`config.mk`:
```
export PLATFORM = sky130hd
export DESIGN_NAME = crc_feeder_flat
export DESIGN_NICKNAME = d
export VERILOG_FILES = /design/src/rtl/crc_feeder_if.sv /design/src/rtl/crc_feeder.sv /design/src/flat_wrapper.sv
export SDC_FILE = /design/constraint.sdc
export NUM_CORES = 1
export LEC_CHECK = 0
export BUFFER_PORTS_ARGS = -buffer_cell sky130_fd_sc_hd__buf_2
export CORE_ASPECT_RATIO = 0.9
export CORE_UTILIZATION = 42
export CTS_BUF_LIST = sky130_fd_sc_hd__clkbuf_8
export DETAILED_ROUTE_END_ITERATION = 12
export PLACE_DENSITY_LB_ADDON = 0.05
export SYNTH_ARGS = -nofsm -noshare
export SYNTH_HDL_FRONTEND = slang
export SYNTH_SLANG_ARGS = --single-unit
```
`constraint.sdc`:
```
create_clock -name clk -period 4.96 [get_ports clk]
set_input_delay 0.248 -clock clk [delete_from_list [all_inputs] [get_ports clk]]
set_output_delay 0.248 -clock clk [all_outputs]
set_load 0.02 [all_outputs]
```
`src/rtl/crc_feeder_if.sv`:
```
// Signal bundle between the CPU push port, the CRC engine write port and crc_feeder.
// slave = the feeder itself, master = whoever drives the pushes and the engine status.
interface crc_feeder_if #(
    parameter int DEPTH_LOG2 = 2
);
    logic                wr_en;
    logic [1:0]          wr_size;
    logic                wr_reflect;
    logic [31:0]         wr_data;
    logic                flush;
    logic                clr_ovf;
    logic                crc_ready;
    logic                crc_wr;
    logic [1:0]          crc_rs;
    logic [3:0]          crc_wrl;
    logic [31:0]         crc_d;
    logic [DEPTH_LOG2:0] level;
    logic                full;
    logic                empty;
    logic                overflow;
    logic                irq;

    modport slave (
        input  wr_en, wr_size, wr_reflect, wr_data, flush, clr_ovf, crc_ready,
        output crc_wr, crc_rs, crc_wrl, crc_d, level, full, empty, overflow, irq
    );

    modport master (
        output wr_en, wr_size, wr_reflect, wr_data, flush, clr_ovf, crc_ready,
        input  crc_wr, crc_rs, crc_wrl, crc_d, level, full, empty, overflow, irq
    );
endinterface

```
`src/rtl/crc_feeder.sv`:
```
// Small FIFO that feeds queued CPU writes into a CRC engine one at a time, pacing on crc_ready.
// Define CRC_FEEDER_IRQ_EN to build the "FIFO drained" interrupt; otherwise irq is tied to 0.
module crc_feeder #(
    parameter int DEPTH_LOG2 = 2
) (
    input  logic        clk,
    input  logic        rst_n,
    crc_feeder_if.slave bus
);
    localparam int                    DEPTH      = 1 << DEPTH_LOG2;
    localparam int                    LVL_W      = DEPTH_LOG2 + 1;
    localparam logic [DEPTH_LOG2-1:0] PTR_ONE    = DEPTH_LOG2'(1);
    localparam logic [LVL_W-1:0]      LVL_ONE    = LVL_W'(1);
    localparam logic [LVL_W-1:0]      FULL_LEVEL = LVL_W'(DEPTH);

    typedef enum logic [1:0] {
        IDLE  = 2'd0,
        GUARD = 2'd1,
        BUSY  = 2'd2
    } state_e;

    typedef struct packed {
        logic        reflect;
        logic [1:0]  size;
        logic [31:0] data;
    } entry_t;

    entry_t                mem_q [DEPTH];
    logic [DEPTH_LOG2-1:0] wr_ptr_q, wr_ptr_d;
    logic [DEPTH_LOG2-1:0] rd_ptr_q, rd_ptr_d;
    logic [LVL_W-1:0]      level_q, level_d;
    state_e                state_q, state_d;
    logic                  overflow_q, overflow_d;
    logic                  full, empty, push, pop, ovf_event;
    entry_t                head;

    assign full      = (level_q == FULL_LEVEL);
    assign empty     = (level_q == '0);
    assign head      = mem_q[rd_ptr_q];
    assign push      = bus.wr_en && !full && !bus.flush;
    assign ovf_event = bus.wr_en && full;
    // The issuing pop ignores flush: a write already on the engine bus is never retracted.
    assign pop       = (state_q == IDLE) && !empty && bus.crc_ready;

    always_comb begin
        // NOTE: every variable gets its hold value first so no path through the block infers a latch.
        wr_ptr_d   = wr_ptr_q;
        rd_ptr_d   = rd_ptr_q;
        level_d    = level_q;
        state_d    = state_q;
        overflow_d = overflow_q;

        if (push) wr_ptr_d = wr_ptr_q + PTR_ONE;
        if (pop)  rd_ptr_d = rd_ptr_q + PTR_ONE;
        if (push && !pop)      level_d = level_q + LVL_ONE;
        else if (pop && !push) level_d = level_q - LVL_ONE;

        unique case (state_q)
            IDLE:    if (pop) state_d = GUARD;
            GUARD:   state_d = BUSY;  // engine status is stale right after a write
            BUSY:    if (bus.crc_ready) state_d = IDLE;
            default: state_d = IDLE;
        endcase

        if (bus.flush) begin
            wr_ptr_d = '0;
            rd_ptr_d = '0;
            level_d  = '0;
            state_d  = IDLE;
        end

        if (bus.clr_ovf) overflow_d = 1'b0;
        if (ovf_event)   overflow_d = 1'b1;
    end

    always_ff @(posedge clk or negedge rst_n) begin
        // NOTE: state registers use non-blocking assignments so every flop samples pre-edge values.
        if (!rst_n) begin
            wr_ptr_q   <= '0;
            rd_ptr_q   <= '0;
            level_q    <= '0;
            state_q    <= IDLE;
            overflow_q <= 1'b0;
        end else begin
            wr_ptr_q   <= wr_ptr_d;
            rd_ptr_q   <= rd_ptr_d;
            level_q    <= level_d;
            state_q    <= state_d;
            overflow_q <= overflow_d;
        end
    end

    // NOTE: storage has no reset; level/pointers alone decide which entries are valid.
    always_ff @(posedge clk) begin
        if (push) mem_q[wr_ptr_q] <= '{reflect: bus.wr_reflect, size: bus.wr_size, data: bus.wr_data};
    end

    always_comb begin
        bus.crc_wr  = pop;
        bus.crc_rs  = 2'b00;
        bus.crc_wrl = 4'b0000;
        bus.crc_d   = 32'h0;
        if (pop) begin
            bus.crc_rs = head.reflect ? 2'b11 : 2'b10;
            unique case (head.size)
                2'b00:   bus.crc_wrl = 4'b0001;
                2'b01:   bus.crc_wrl = 4'b0011;
                default: bus.crc_wrl = 4'b1111;
            endcase
            bus.crc_d = head.data;
        end
    end

    assign bus.level    = level_q;
    assign bus.full     = full;
    assign bus.empty    = empty;
    assign bus.overflow = overflow_q;

`ifdef CRC_FEEDER_IRQ_EN
    logic irq_q, irq_d;

    // Reaching BUSY implies a pop happened, so BUSY->IDLE with nothing queued means "drained".
    always_comb begin
        irq_d = irq_q;
        if (state_q == BUSY && bus.crc_ready && empty) irq_d = 1'b1;
        if (bus.wr_en || bus.flush)                    irq_d = 1'b0;
    end

    always_ff @(posedge clk or negedge rst_n) begin
        if (!rst_n) irq_q <= 1'b0;
        else        irq_q <= irq_d;
    end

    assign bus.irq = irq_q;
`else
    assign bus.irq = 1'b0;
`endif
endmodule

```
`src/flat_wrapper.sv`:
```
// flat-port wrapper written by rule: the top's interface ports become plain ports
module crc_feeder_flat 
#(
    parameter int DEPTH_LOG2 = 2
)
  (clk, rst_n, bus_wr_en, bus_wr_size, bus_wr_reflect, bus_wr_data, bus_flush, bus_clr_ovf, bus_crc_ready, bus_crc_wr, bus_crc_rs, bus_crc_wrl, bus_crc_d, bus_level, bus_full, bus_empty, bus_overflow, bus_irq);
  crc_feeder_if #(.DEPTH_LOG2(DEPTH_LOG2)) bus_i ();
  input  logic clk;
  input  logic rst_n;
  input wire logic [$bits(bus_i.wr_en)-1:0] bus_wr_en;
  input wire logic [$bits(bus_i.wr_size)-1:0] bus_wr_size;
  input wire logic [$bits(bus_i.wr_reflect)-1:0] bus_wr_reflect;
  input wire logic [$bits(bus_i.wr_data)-1:0] bus_wr_data;
  input wire logic [$bits(bus_i.flush)-1:0] bus_flush;
  input wire logic [$bits(bus_i.clr_ovf)-1:0] bus_clr_ovf;
  input wire logic [$bits(bus_i.crc_ready)-1:0] bus_crc_ready;
  output wire logic [$bits(bus_i.crc_wr)-1:0] bus_crc_wr;
  output wire logic [$bits(bus_i.crc_rs)-1:0] bus_crc_rs;
  output wire logic [$bits(bus_i.crc_wrl)-1:0] bus_crc_wrl;
  output wire logic [$bits(bus_i.crc_d)-1:0] bus_crc_d;
  output wire logic [$bits(bus_i.level)-1:0] bus_level;
  output wire logic [$bits(bus_i.full)-1:0] bus_full;
  output wire logic [$bits(bus_i.empty)-1:0] bus_empty;
  output wire logic [$bits(bus_i.overflow)-1:0] bus_overflow;
  output wire logic [$bits(bus_i.irq)-1:0] bus_irq;
  assign bus_i.wr_en = bus_wr_en;
  assign bus_i.wr_size = bus_wr_size;
  assign bus_i.wr_reflect = bus_wr_reflect;
  assign bus_i.wr_data = bus_wr_data;
  assign bus_i.flush = bus_flush;
  assign bus_i.clr_ovf = bus_clr_ovf;
  assign bus_i.crc_ready = bus_crc_ready;
  assign bus_crc_wr = bus_i.crc_wr;
  assign bus_crc_rs = bus_i.crc_rs;
  assign bus_crc_wrl = bus_i.crc_wrl;
  assign bus_crc_d = bus_i.crc_d;
  assign bus_level = bus_i.level;
  assign bus_full = bus_i.full;
  assign bus_empty = bus_i.empty;
  assign bus_overflow = bus_i.overflow;
  assign bus_irq = bus_i.irq;
  crc_feeder #(.DEPTH_LOG2(DEPTH_LOG2)) u_core (.clk(clk), .rst_n(rst_n), .bus(bus_i));
endmodule
```
==> reports/metrics.sh, run 1 <==
LAYOUT-DRIVE-GT1-SHARE_PCT=39.2
TIMING_LIMITED_MAXIMUM_FREQUENCY_GHz=0.340
DRT-TOTAL-WL_MM=10.9
WORSTSETUPENDPOINTTYPE='output pin'
YS_ASYNC_SR_FRACTION_PCT=6.67
TOTAL_LEAKAGE_POWER_nW=2.54
REMAINING_DRC_ERRORS=0
HOLD_CLASS='input port to flop'
CTS.HTREE.LEVELS=4
CRIT_PATH_CELL_TRACE='buf_4, mux4_2, nor2_1, nor2_1, buf_2'
GRT_ANTENNA_BEFORE_REPAIR=0
POST_CTS_RESIZED=0
MAXSLEWVIOLCOUNT=0
CTS-ROOT-TO-SINK-BUFFERS=2
FINALNETCOUNT=458
WORST_EP_ARRIVAL_TIME_NS=2.69
SYNTH_ENABLE_FLOP_CELLS=140
YS.FLOP_TYPE='edfxtp_1'
DP.FINAL_HPWL_MM=6.14
CTS_MADE_BUFFERS=17
CLOCK-SKEW-FINAL_NS=0.00544
TIMING.CRITICAL_PATH.MODE_CELL='nor2_1'
GRT_MAX_DEGREE=40
DIE_HEIGHT_UM=115
GLOBALROUTEMET1UTIL_PCT=21.2
SYNTHTOPCELLSBYAREA='edfxtp_1, mux4_2, dfrtp_1, nor2b_1, nor2_1'
WORST_SLEW_MARGIN_RELATIVE_TO_ITS_LIMIT_PCT=30.4
SYNTH-XOR-AREA-SHARE_PCT=0.592
DRT_FIRST_ITER_VIOLATIONS=122
SYNTH.AVG_CELL_AREA_UM2=20.3
MULTI_INPUT_GATE_AREA_IN_THE_FINAL_LAYOUT_MM2=0.00134
FP-ROW-COUNT=40
POST_SYNTH_INSTANCE_AREA_MM2=0.00592
FIN_CRIT_SH_PCT=59.3
NETLIST-CELL-TYPE-COUNT=31
AREA_INSIDE_THE_CORE_BOUNDARY_MM2=0.0136
FILLERS=1104
PLACEDINSTANCEAREA_MM2=0.00652
SYNTH.NET_COUNT=338
TOP_USAGE_LAYER='met2'
INITIAL_UTILIZATION_PCT=43.7
YOSYSSEQAREASHARE_PCT=75.2
FINAL_CELLS=612
DRTPASS1ITERATIONS=4
CLKTRANSATPATHREGS_NS=0.07
PATH_CLASS='flop to output pin'
FINAL_PERIOD_MINUS_WORST_SETUP_SLACK_NS=2.94
WORST-PATH-MAX-FANOUT=22
GRT_FIRST_PASS_WIRELENGTH_MM=17.2
WORST_HOLD_SLACK_NS=0.0349
TNS_NS=0
MAXCAPVIOLATIONS=0
DIE-WIDTH_UM=127
GLOBALROUTETOTALUTIL_PCT=16.7
FINALHOLDVIOLATIONS=0
RSZ0062_AT_GRT='false'
OUTCOME='complete, no violations'
DIE_AREA_MM2=0.0146
NETLIST.AREA_LEADER.SHARE_PCT=71.0
NUM_ANTENNA_CELLS=0
CP_DATA_REQUIRED_TIME_NS=4.71
IO_PINS=87
FIRST_GLOBAL_VIAS=3166
SYNTH.FF_LATCH_COUNT=150
POSTROUTEANTENNANETS=0
SYNTH.YOSYS.WARNINGS=0
POST-SYNTH-TOP-AREA-CELL='edfxtp_1'
SYNTH_TOP_FAMILY_BY_AREA='multiplexers'
REPORT.FINAL.SETUP_VIOL=0
CLOCK_LATENCY_LATE_SINK_NS=0.44
GRT_REMAINING_OVERFLOW=0
POST-ROUTE-CELL-AREA_MM2=0.00714
ADDER_CELL_FRACTION_OF_SYNTH_AREA_PCT=1.18
COMPOUND_GATE_FRACTION_OF_SYNTH_AREA_PCT=0.275
CRITPATHLAUNCHTYPE='flop'
SYN_TO_FINAL_GROWTH_PCT=20.6
CTS_TREE='built'
POWER.DENSITY_CELL_AREA_mW_PER_MM2=459
SYNTH_MUX_AREA_SHARE_PCT=14.3
POST_SYNTH_AND_OR_NAND_NOR_AREA_FRACTION_PCT=6.04
NUMBER_OF_PORT_BUFFERS=85
CRITICAL-PATH-SLOWEST-CELL='dfrtp_2'
WORST_MAX_SLEW_PIN_SLEW_NS=1.04
SYNTHCELLS=292
IR_DROP_V=0.000272
POST-PLACE-CELLS=552
VIA_COUNT=2980
CTS.SINK_COUNT=150
GRT_USE_MET3_PCT=5.19
DETAIL_ROUTED_VIA_COUNT_PER_CELL=4.87
FF_LATCH_AREA_MM2=0.00446
ROUTE.DETAILED.WL_PER_INST_UM=17.8
PLACE_CONGESTION=0.685
CLOCK_TREE.ROOT_CELL='clkbuf_8'
CPPEAKSTAGEDELAY_NS=0.87
GRT.MET2_USAGE_PCT=26.4
[sequential cells by signal, indices dropped and copies added (netlist names)]
register and cells:
u_core.wr_ptr_q 2, u_core.mem_q 140, u_core.bus.level 3, u_core.rd_ptr_q 2
u_core.bus.overflow 1, u_core.state_q 2
[where the power goes]
part | switching (W) | internal [W] | leakage [nW]
Combinational | 0.000474 | 0.000422 | 0.959
Clock | 0.000424 | 0.000378 | 0.177
Sequential | 0.0000980 | 0.00148 | 1.40
Total | 0.000996 | 0.00228 | 2.54
[through the flow]
step | worst slack, ns | total power (W) | util [%]
after floorplan | 2.18 | 0.00226 | -
after global placement | 2.39 | 0.00250 | 48.0
after detailed placement | 2.37 | 0.00251 | 48.0
after CTS | 1.86 | 0.00333 | 52.7
after global routing | 1.76 | 0.00345 | 52.7
final | 2.02 | 0.00328 | 52.7
[layout by cell type, fill, tap and decap left out]
master and count:
edfxtp_1 140, dlygate4sd3_1 30, buf_2 85, o21ai_0 1, or3b_4 1, nand2_1 2
and2_2 4, ha_1 4, inv_1 9, or3_4 1, nor3_1 1, o22ai_1 1
mux2_4 1, clkbuf_8 17, clkinvlp_4 2, conb_1 1, nand3_1 1, nand4_1 1
mux2_2 3, mux2i_1 1, dfrtp_1 8, a21oi_1 1, clkinv_2 9, mux4_2 35
xor2_1 2, fa_1 1, or3_1 1, inv_2 1, nand3_2 1, nor2b_1 35
xnor2_1 2, dfrtp_2 2, nor2_1 15, bufinv_16 1, buf_4 3
[cell type report]
cell class | instances | area share, %
inverter | 9 | 0.473
clock inverter | 13 | 1.31
clock buffer | 17 | 3.28
timing repair buffer | 118 | 10.5
tap | 189 | 3.31
sequential | 150 | 62.4
multi-input combinational | 116 | 18.8
[worst max-delay path, delay by kind of cell, from the launching register on]
family | cells | cell delay [ns]
DFF | 1 | 0.87
buffers and inverters | 2 | 0.63
muxes | 1 | 0.57
and+or+nand+nor | 2 | 0.18
[worst paths after layout]
kind | start | endpoint | slack, ns | cells past startpoint
min | bus_wr_data[17] | u_core.mem_q[1][17]$_DFFE_PP_ | 0.03 | 1
max in group asynchronous | rst_n | u_core.rd_ptr_q[0]$_DFFE_PN0P_ | 4.53 | 2
min in group asynchronous | rst_n | u_core.bus.overflow$_DFFE_PN0P_ | 0.20 | 2
max | u_core.rd_ptr_q[0]$_DFFE_PN0P_ | bus_crc_wrl[1] | 2.02 | 5
max reg2reg | u_core.bus.level[1]$_DFFE_PN0P_ | u_core.bus.level[2]$_DFFE_PN0P_ | 2.36 | 7
min reg2reg | u_core.bus.overflow$_DFFE_PN0P_ | u_core.bus.overflow$_DFFE_PN0P_ | 0.53 | 2
[routing by layer]
| layer | share of wire, % | vias to the layer above |
|---|---|---|
| met5 | 0 | - |
| li1 | - | 1366 |
| met1 | 47 | 1530 |
| met3 | 4.5 | 13 |
| met2 | 47 | 71 |
| met4 | 1.6 | 0 |
[what timing repair did]
action,in CTS,in global routing
hold endpoints to repair,120,0
setup buffers,0,0
hold buffers,30,0
[Yosys cell counts (all sizes together) (3+ instances only)]
library cell	number
buf	14
and2	4
mux4	35
clkbuf	3
inv	9
ha	4
dfrtp	10
mux2	4
nor2b	35
nor2	15
edfxtp	140
[logic make-up (layout without fill, tap and decap cells)]
kind of cell,count (synthesis),in the layout
AO/OA/AOI/OAI,3,3
AND/OR/NAND/NOR,63,63
flip-flops,150,150
multiplexers,40,40
XOR/XNOR,4,4
buffers and inverters,26,157
adder cells (fa/ha/maj),5,5
other,1,1
Note: power is estimated with default switching activity, not from simulation.
==> run 2: changes to the inputs <==
--- a/config.mk
+++ b/config.mk
@@ -5,6 +5,7 @@
 export SDC_FILE = /design/constraint.sdc
 export NUM_CORES = 1
 export LEC_CHECK = 0
+export ABC_AREA = 1
 export BUFFER_PORTS_ARGS = -buffer_cell sky130_fd_sc_hd__buf_2
 export CORE_ASPECT_RATIO = 0.9
 export CORE_UTILIZATION = 42
==> constraint.sdc (replaced) <==
create_clock -name clk -period 2.5 [get_ports clk]
set_input_delay 0.125 -clock clk [delete_from_list [all_inputs] [get_ports clk]]
set_output_delay 0.125 -clock clk [all_outputs]
set_load 0.02 [all_outputs]
==> run 2 against run 1 <==
Compared with the run above: die area rose by 3.3%; combinational power rose by 110%; non-clock buffer count rose by 18; critical path depth did not move; first-iteration DRC count rose by 82%; clock power rose by 100%; critical endpoint is now bus_crc_d[6]; largest cell class unchanged; largest power group unchanged.
==> reports/metrics.sh, run 2 <==
OUTCOME='complete, no violations'
ADDER_CELL_FRACTION_OF_SYNTH_AREA_PCT=1.14
FINAL_PERIOD_MINUS_WORST_SETUP_SLACK_NS=2.13
SYNTH_TOP_FAMILY_BY_AREA='simple AND/OR/NAND/NOR gates'
NETLIST_TOP_CELLS_COUNT='nor2_1, edfxtp_1, o21ai_0'
DETAIL_ROUTED_VIA_COUNT_PER_CELL=4.78
CLOCK-SKEW-FINAL_NS=0.00902
POST-ROUTE-CELL-AREA_MM2=0.00749
MAXSLEWVIOLCOUNT=0
POSTROUTEANTENNANETS=0
SYNTHCELLS=497
IO_PINS=87
ROUTE.DETAILED.WL_PER_INST_UM=15.7
REMAINING_DRC_ERRORS=0
CLOCK_TREE.ROOT_CELL='clkbuf_8'
SYNTH-XOR-AREA-SHARE_PCT=0.143
GRT_MAX_DEGREE=72
CTS-ROOT-TO-SINK-BUFFERS=2
LAYOUT.CELLS.MOST_COMMON_LIST='edfxtp_1, nor2_1, buf_2'
POST_SYNTH_AND_OR_NAND_NOR_AREA_FRACTION_PCT=12.1
SYNTH.NET_COUNT=543
DIE_AREA_MM2=0.0151
CLKTRANSATPATHREGS_NS=0.08
NUMBER_OF_PORT_BUFFERS=85
CTS.HTREE.LEVELS=4
LARGEST_REGISTER='u_core.mem_q'
WORST_SLEW_MARGIN_RELATIVE_TO_ITS_LIMIT_PCT=64.6
SYNTH.YOSYS.WARNINGS=0
WORSTSETUPENDPOINTTYPE='output pin'
MAXCAPVIOLATIONS=0
CTS.REPAIR_TIMING.SETUP_BUFFER_COUNT=0
SYN_TO_FINAL_GROWTH_PCT=22.4
NETLIST.AREA_LEADER.SHARE_PCT=68.7
FIRST_GLOBAL_VIAS=3851
CTS_TREE='built'
CLOCK_LATENCY_LATE_SINK_NS=0.44
FP-ROW-COUNT=41
RSZ0062_AT_GRT='false'
WORST-PATH-MAX-FANOUT=29
DRTPASS1ITERATIONS=5
SYNTH_ENABLE_FLOP_CELLS=140
DESIGN_POWER_TOTAL_W=0.00648
DRT-TOTAL-WL_MM=13.0
YOSYSSEQAREASHARE_PCT=72.8
GRT_REMAINING_OVERFLOW=0
REPORT.FINAL.SETUP_VIOL=0
IR_DROP_V=0.000424
SYNTH.FF_LATCH_COUNT=150
DIE-WIDTH_UM=129
DIE_HEIGHT_UM=117
SWITCHING_SHARE_PCT=33.4
PATH_CLASS='flop to output pin'
SYNTH.AVG_CELL_AREA_UM2=12.3
LAYOUT-DRIVE-GT1-SHARE_PCT=22.5
YS_ASYNC_SR_FRACTION_PCT=6.67
COMPOUND_GATE_FRACTION_OF_SYNTH_AREA_PCT=9.67
FIN_CRIT_SH_PCT=85.1
MOSTFREQUENTLAYOUTCELL='edfxtp_1'
LARGEST_REG_FLOPS=140
COMB_POWER_SHARE_PCT=28.9
GLOBALROUTETOTALUTIL_PCT=18.7
P_INT_W=0.00432
POST-SYNTH-TOP-AREA-CELL='edfxtp_1'
HOLD_CLASS='input port to flop'
WORST_EP_ARRIVAL_TIME_NS=2.00
CTS_MADE_BUFFERS=17
POWER_FRAC_CLOCK_PCT=25.0
NUM_ANTENNA_CELLS=0
NETLIST-CELL-TYPE-COUNT=29
INITIAL_UTILIZATION_PCT=43.4
POST_SYNTH_INSTANCE_AREA_MM2=0.00612
GRT_ANTENNA_BEFORE_REPAIR=0
POWER.DENSITY_CELL_AREA_mW_PER_MM2=865
FINALNETCOUNT=668
SYNTHTOPCELLSBYAREA='edfxtp_1, nor2_1, o21ai_0, dfrtp_1, a21oi_1'
CP_DATA_REQUIRED_TIME_NS=2.38
POWER.NET_SWITCHING_W=0.00216
WORST_MAX_SLEW_PIN_SLEW_NS=0.531
AREA_INSIDE_THE_CORE_BOUNDARY_MM2=0.0141
CRITPATHLAUNCHTYPE='flop'
DRT_FIRST_ITER_VIOLATIONS=222
PLACE_CONGESTION=0.788
SYNTH_MUX_AREA_SHARE_PCT=0
DP.FINAL_HPWL_MM=7.49
PLACEDINSTANCEAREA_MM2=0.00676
POWER.SEQUENTIAL.FRACTION_PCT=46.1
TOTAL_LEAKAGE_POWER_nW=2.86
FINALHOLDVIOLATIONS=0
VIA_COUNT=3954
GRT_FIRST_PASS_WIRELENGTH_MM=20.5
YOSYSMOSTFREQUENTCELL='nor2_1'
YS.FLOP_TYPE='edfxtp_1'
CTS.SINK_COUNT=150
TIMING_LIMITED_MAXIMUM_FREQUENCY_GHz=0.470
## run 2: cell types whose count changed in the layout (fill, tap and decap cells not counted), sizes merged, moves of 17 or more
| cell | delta |
|---|---|
| nor2b | -35 |
| nor2 | +130 |
| a21oi | +36 |
| nand2 | +21 |
| mux4 | -35 |
| o21ai | +73 |
| inv | +17 |
## run 2: repair_timing
action / 4_1_cts / 5_1_grt
hold endpoints to repair: 156 / 0
resized for setup: 0 / 0
hold buffers: 39 / 0
endpoints found under the setup margin: 0 / 0
## run 2: final cells by class
| class | count | area (um2) |
|---|---|---|
| Multi-Input combinational cell | 298 | 1450 |
| Clock buffer | 19 | 262 |
| Sequential cell | 150 | 4460 |
| Clock inverter | 13 | 81.3 |
| Fill cell | 1244 | 6620 |
| Timing Repair Buffer | 136 | 931 |
| Inverter | 19 | 72.6 |
| Tap cell | 193 | 241 |
## run 2: final timing paths
path	start	endpoint	slack (ns)	depth (start not counted)
min in group asynchronous	rst_n	u_core.bus.level[0]$_DFFE_PN0P_	0.10	2
max in group asynchronous	rst_n	u_core.rd_ptr_q[0]$_DFFE_PN0P_	2.16	2
min reg2reg	u_core.state_q[1]$_DFFE_PN0P_	u_core.state_q[1]$_DFFE_PN0P_	0.48	1
max	u_core.rd_ptr_q[0]$_DFFE_PN0P_	bus_crc_d[6]	0.37	5
max reg2reg	u_core.bus.level[1]$_DFFE_PN0P_	u_core.bus.level[2]$_DFFE_PN0P_	0.57	10
min	bus_crc_ready	u_core.state_q[1]$_DFFE_PN0P_	0.07	4
## run 2: worst max-delay path: stages, from the launching register on
cell and delay, ns:
dfrtp_2 0.43, clkinv_2 0.28, buf_4 0.30, o21ai_0 0.12
a21oi_1 0.23, buf_2 0.21
## run 2: power by group through the flow
stage	combinational, W	clock, W	sequential [W]
floorplan	0.00129	0	0.00306
global placement	0.00185	0	0.00304
detailed placement	0.00186	0	0.00304
CTS	0.00192	0.00168	0.00299
global route	0.00210	0.00177	0.00300
finish	0.00188	0.00162	0.00299
## run 2: cell families after synthesis
group / Yosys count
and+or+nand+nor: 178
DFF: 150
buffers and inverters: 49
adders and majority gates: 5
xor gates and xnor gates: 1
other: 1
AOI/OAI and AO/OA: 113
## run 2: metal layers
layer	wire length, um	global-route usage (%)
met1	6370	25.3
met2	6130	29.7
met3	429	4.72
met4	49	5.88
met5	0	0
## run 2: through the flow
| stage | setup TNS [ns] | hold slack, ns | instances | setup WS (ns) | utilization (%) |
|---|---|---|---|---|---|
| floorplan | -32.98 | -0.171 | 497 | -0.236 | - |
| global placement | 0 | 0.00979 | 757 | 0.632 | 47.9 |
| detailed placement | 0 | 0.0164 | 757 | 0.602 | 47.9 |
| CTS | 0 | 0.0405 | 828 | 0.291 | 53.1 |
| global route | 0 | 0.0888 | 828 | 0.167 | 53.1 |
| finish | 0 | 0.0749 | 828 | 0.373 | 53.1 |
